==> src/rtl/bc_mac_seq.sv <==
// Sequencer for one bit-serial BC-MAC column: issues an operand burst, gates the
// MAC feed, flushes the pipeline, drains the result LSB-first and offers it on a valid/ready port.
module bc_mac_seq #(
  parameter int AW       = 6,
  parameter int LW       = 6,
  parameter int PIPE_LAT = 2,
  parameter int OUT_W    = 16
) (
  input  logic             clk,
  input  logic             rst,
  input  logic             cmd_valid,
  output logic             cmd_ready,
  input  logic [AW-1:0]    cmd_base,
  input  logic [LW-1:0]    cmd_len,
  input  logic             abort,
  output logic             rd_en,
  output logic [AW-1:0]    rd_addr,
  output logic             feed_en,
  output logic             sft_en,
  output logic             sft_in,
  input  logic             sum_lsb,
  output logic             res_valid,
  input  logic             res_ready,
  output logic [OUT_W-1:0] res_data,
  output logic             busy
);

  localparam int DW = $clog2(OUT_W) + 1;
  localparam logic [LW:0]   CNT_ONE   = (LW+1)'(1);
  localparam logic [LW:0]   FLUSH_END = (LW+1)'(PIPE_LAT);
  localparam logic [DW-1:0] DRN_ONE   = DW'(1);
  localparam logic [DW-1:0] DRN_END   = DW'(OUT_W - 1);
  localparam logic [AW-1:0] ADDR_ONE  = AW'(1);

  typedef enum logic [2:0] {IDLE, ISSUE, FLUSH, DRAIN, DONE} state_t;

  state_t           state_q, state_d;
  logic [LW:0]      len_q, len_d;
  logic [LW:0]      cnt_q, cnt_d;
  logic [DW-1:0]    drn_q, drn_d;
  logic             rd_en_q, rd_en_d;
  logic [AW-1:0]    rd_addr_q, rd_addr_d;
  logic             feed_en_q, feed_en_d;
  logic             sft_en_q, sft_en_d;
  logic             res_valid_q, res_valid_d;
  logic [OUT_W-1:0] res_data_q, res_data_d;

  always_comb begin
    state_d     = state_q;
    len_d       = len_q;
    cnt_d       = cnt_q;
    drn_d       = drn_q;
    rd_en_d     = rd_en_q;
    rd_addr_d   = rd_addr_q;
    feed_en_d   = rd_en_q;
    sft_en_d    = sft_en_q;
    res_valid_d = res_valid_q;
    res_data_d  = res_data_q;

    unique case (state_q)
      IDLE: begin
        if (cmd_valid) begin
          state_d    = ISSUE;
          len_d      = {1'b0, cmd_len} + CNT_ONE;
          cnt_d      = CNT_ONE;
          rd_en_d    = 1'b1;
          rd_addr_d  = cmd_base;
          res_data_d = '0;
        end
      end
      // cnt_q holds the number of reads already presented on rd_addr
      ISSUE: begin
        if (cnt_q == len_q) begin
          state_d = FLUSH;
          rd_en_d = 1'b0;
          cnt_d   = '0;
        end else begin
          cnt_d     = cnt_q + CNT_ONE;
          rd_addr_d = rd_addr_q + ADDR_ONE;
        end
      end
      FLUSH: begin
        if (cnt_q == FLUSH_END) begin
          state_d  = DRAIN;
          sft_en_d = 1'b1;
          drn_d    = '0;
        end else begin
          cnt_d = cnt_q + CNT_ONE;
        end
      end
      DRAIN: begin
        res_data_d = {sum_lsb, res_data_q[OUT_W-1:1]};
        if (drn_q == DRN_END) begin
          state_d     = DONE;
          sft_en_d    = 1'b0;
          res_valid_d = 1'b1;
        end else begin
          drn_d = drn_q + DRN_ONE;
        end
      end
      DONE: begin
        if (res_ready) begin
          state_d     = IDLE;
          res_valid_d = 1'b0;
        end
      end
      default: state_d = IDLE;
    endcase

    // abort overrides every transition, including a coincident result handshake
    if (abort && state_q != IDLE) begin
      state_d     = IDLE;
      rd_en_d     = 1'b0;
      feed_en_d   = 1'b0;
      sft_en_d    = 1'b0;
      res_valid_d = 1'b0;
      cnt_d       = '0;
      drn_d       = '0;
    end
  end

  always_ff @(posedge clk) begin
    if (rst) begin
      state_q     <= IDLE;
      len_q       <= '0;
      cnt_q       <= '0;
      drn_q       <= '0;
      rd_en_q     <= 1'b0;
      rd_addr_q   <= '0;
      feed_en_q   <= 1'b0;
      sft_en_q    <= 1'b0;
      res_valid_q <= 1'b0;
      res_data_q  <= '0;
    end else begin
      state_q     <= state_d;
      len_q       <= len_d;
      cnt_q       <= cnt_d;
      drn_q       <= drn_d;
      rd_en_q     <= rd_en_d;
      rd_addr_q   <= rd_addr_d;
      feed_en_q   <= feed_en_d;
      sft_en_q    <= sft_en_d;
      res_valid_q <= res_valid_d;
      res_data_q  <= res_data_d;
    end
  end

  assign cmd_ready = (state_q == IDLE);
  assign busy      = (state_q != IDLE);
  assign rd_en     = rd_en_q;
  assign rd_addr   = rd_addr_q;
  assign feed_en   = feed_en_q;
  assign sft_en    = sft_en_q;
  assign sft_in    = 1'b0;
  assign res_valid = res_valid_q;
  assign res_data  = res_data_q;

endmodule

==> config.mk <==
export PLATFORM = sky130hd
export DESIGN_NAME = bc_mac_seq
export DESIGN_NICKNAME = d
export VERILOG_FILES = /design/src/rtl/bc_mac_seq.sv
export SDC_FILE = /design/constraint.sdc
export NUM_CORES = 1
export LEC_CHECK = 0
export BUFFER_PORTS_ARGS = -buffer_cell sky130_fd_sc_hd__buf_2
export CORE_ASPECT_RATIO = 1.75
export CORE_UTILIZATION = 59
export DETAILED_ROUTE_END_ITERATION = 10
export GPL_ROUTABILITY_DRIVEN = 0
export PLACE_DENSITY = 0.87
export SLEW_MARGIN = 20
export SYNTH_ARGS = -nofsm -noshare
export SYNTH_HDL_FRONTEND = slang
export SYNTH_SLANG_ARGS = --single-unit
==> constraint.sdc <==
create_clock -name clk -period 4.7 [get_ports clk]
set_clock_uncertainty 0.05 [all_clocks]
set_input_delay 0.47 -clock clk [delete_from_list [all_inputs] [get_ports clk]]
set_output_delay 0.47 -clock clk [all_outputs]
set_load 0.005 [all_outputs]
==> flow_metrics.py <==
metrics = {
    "status": {
        "status": "completed",
    },
    "placed_design": {
        "dp.cells": 374,
        "place_ws_ps": 2530,
        "port_buffers": 45,
        "hpwl_mm": 3.79,
    },
    "sta": {
        "min_period_ps": 2230,
        "drv_slew": 0,
        "period_share_pct": 47.5,
        "tns_ps": 0,
        "whs_ps": 353,
        "fmax_mhz": 448,
        "rsz0062_at_grt": "false",
        "setup_viol": 0,
        "finalHoldViolCount": 0,
        "slew_headroom_pct": 29.2,
        "fin_ws_ps": 2470,
        "tightest_slew_ps": 1050,
    },
    "detailed_routing": {
        "drt_iter0_markers": 55,
        "route.detailed.drc": 0,
        "dr.pass1.iters": 4,
        "vias": 2246,
        "ant_nets": 0,
        "wl_per_cell_um": 13.9,
        "via_per_inst": 5.90,
        "wl_mm": 5.29,
    },
    "run": {
        "drv_cap": 0,
    },
    "floorplan": {
        "fp.dieH_um": 86.0,
        "fp.coreArea_um2": 3870,
        "pin_count": 47,
        "die_area_um2": 4300,
        "start_util_pct": 61.5,
        "die_w_um": 50.0,
        "rows": 30,
    },
    "clock_tree": {
        "cts_tree": "done",
        "cts_hold_buf": 0,
        "cts_made_buffers": 5,
        "cts.clk_slew.worst_paths_ps": 80,
        "cts_htree_levels": 2,
        "cts_resized": 0,
        "clock_insertion_delay_worst_skew_ps": 300,
        "post-cts-setup-buffers": 0,
        "clockBufferDepth": 2,
        "root_buffer": "clkbuf_8",
        "clock_sinks": 48,
    },
    "pwr": {
        "max-vdd-ir-drop_mv": 0.252,
        "p_leak_uw": 0.00104,
        "p_per_area_nw_per_um2": 349,
    },
    "worst_setup_path": {
        "cp_max_fo": 16,
        "endpoint_kind": "flop",
        "crit_chain": "inv_1, o41ai_2, o21ai_0, o31ai_1",
        "cp_slowest_stage_delay_ps": 980,
        "cp.required_ps": 4870,
        "path_class": "flop to flop",
        "slowest_stage": "o41ai_2",
        "startpoint_type": "flop",
        "cp.arrival_ps": 2400,
    },
    "yosys": {
        "syn_inst": 297,
        "ys_ff_latch": 48,
        "yosysSeqAreaShare_pct": 40.4,
        "synth_top_area_share_pct": 40.4,
        "async_flop_share_pct": 0,
        "yosysMostFrequentCell": "dfxtp_1",
        "syn-mean-instance-area_um2": 8.01,
        "yosysWarnings": 0,
        "synth_edf_count": 0,
        "synthTopCellsByArea": "dfxtp_1 (40%), a21oi_1 (7.8%), nand2_1 (6.3%)",
        "synth_top_flop_cell": "dfxtp_1",
        "yosysUniqueCellTypes": 47,
        "post-synth-top-area-cell": "dfxtp_1",
        "syn_area_um2": 2380,
        "synth_fp_nets": 321,
        "synthTopCellsByCount": "dfxtp_1 (48), nand2_1 (40), a21oi_1 (37), nor2_1 (23), nand3_1 (20)",
    },
    "finish": {
        "finalCoreUtilization_pct": 69.4,
        "final_layout_size_suffix_gt1_share_pct": 18.0,
        "nets": 357,
        "area_delta_synth_final_pct": 12.9,
        "num_antenna_cells": 0,
        "layoutNonFillerInstCount": 381,
    },
    "grt": {
        "antenna_found_initial": 0,
        "grt_pass1_wl_mm": 8.91,
        "grt_pass1_vias": 2074,
        "grt.total_usage_pct": 26.6,
        "grt_max_degree": 39,
        "gr-total-overflow": 0,
    },
    "worst_hold_path": {
        "hold_path_class": "input port to flop",
    },
}
==> worst paths after layout <==
path,from,end,slack [ps],cells after the start
worst max-delay path,state_q[0],rd_addr[2],2470,4
worst min-delay path,cmd_len[0],len_q[0],350,2
worst max register to register,state_q[0],rd_addr[2],2470,4
worst min register to register,res_data[15],res_data[14],420,2
==> stage by stage <==
stage / instance area (µm²) / total power [µW]
global route: 2690 / 986
detailed placement: 2590 / 679
finish: 2690 / 937
global placement: 2590 / 674
CTS: 2690 / 939
floorplan: 2380 / 623
==> area by class of cell <==
class,count,area [µm²]
timing repair buffer,46,233
clock buffer,7,96.3
tap,48,60.1
inverter,6,22.5
fill,326,1180
sequential,48,961
multi-input combinational,226,1310
==> cells by family after synthesis <==
group	after synthesis	synth area share [%]
AOI/OAI and AO/OA	74	19.1
adders and majority gates	6	3.16
buffers and inverters	23	4.42
DFF	48	40.4
and+or+nand+nor	130	27.2
other	1	0.158
xor gates and xnor gates	15	5.52
==> power by group <==
part           internal [µW]  switching (µW)  total (µW)
clock network            131             131         263
logic                   84.2             125         209
registers                433            32.4         465
total                    648             289         937
==> critical path, delay by kind of cell, from the launching register on <==
kind | cells | cell delay (ps)
flops | 1 | 650
buf+inv | 1 | 140
compound gates | 3 | 1300
==> routing by layer <==
| layer | global-route usage [%] | share of wire, % | vias to the layer above |
|---|---|---|---|
| li1 | - | - | 1120 |
| met1 | 29.2 | 40 | 1055 |
| met2 | 46.4 | 52 | 57 |
| met3 | 4.96 | 4.1 | 14 |
| met4 | 14.8 | 3.0 | 0 |
| met5 | 0 | 0 | - |
==> registers in the layout (all words and copies together) (netlist names), 3 cells and up <==
register,flops
res_data,16
state_q,3
drn_q,5
cnt_q,7
len_q,7
rd_addr,6
==> cell usage in the layout, fill, tap and decap left out, drive strengths merged, types with 2 or more instances in the layout <==
cell,instances
a211oi,7
or2,4
ha,6
nand2,40
and2,2
a21o,3
or3,5
dfxtp,48
nand2b,6
nor2b,5
inv,6
o31ai,2
xnor2,13
o21ai,11
and3,4
clkbuf,7
a21oi,37
nand3,20
nand4b,2
nand4,4
buf,46
nor2,23
nor3,10
xor2,2
o32ai,4
Power figures use the tool's default switching activity.
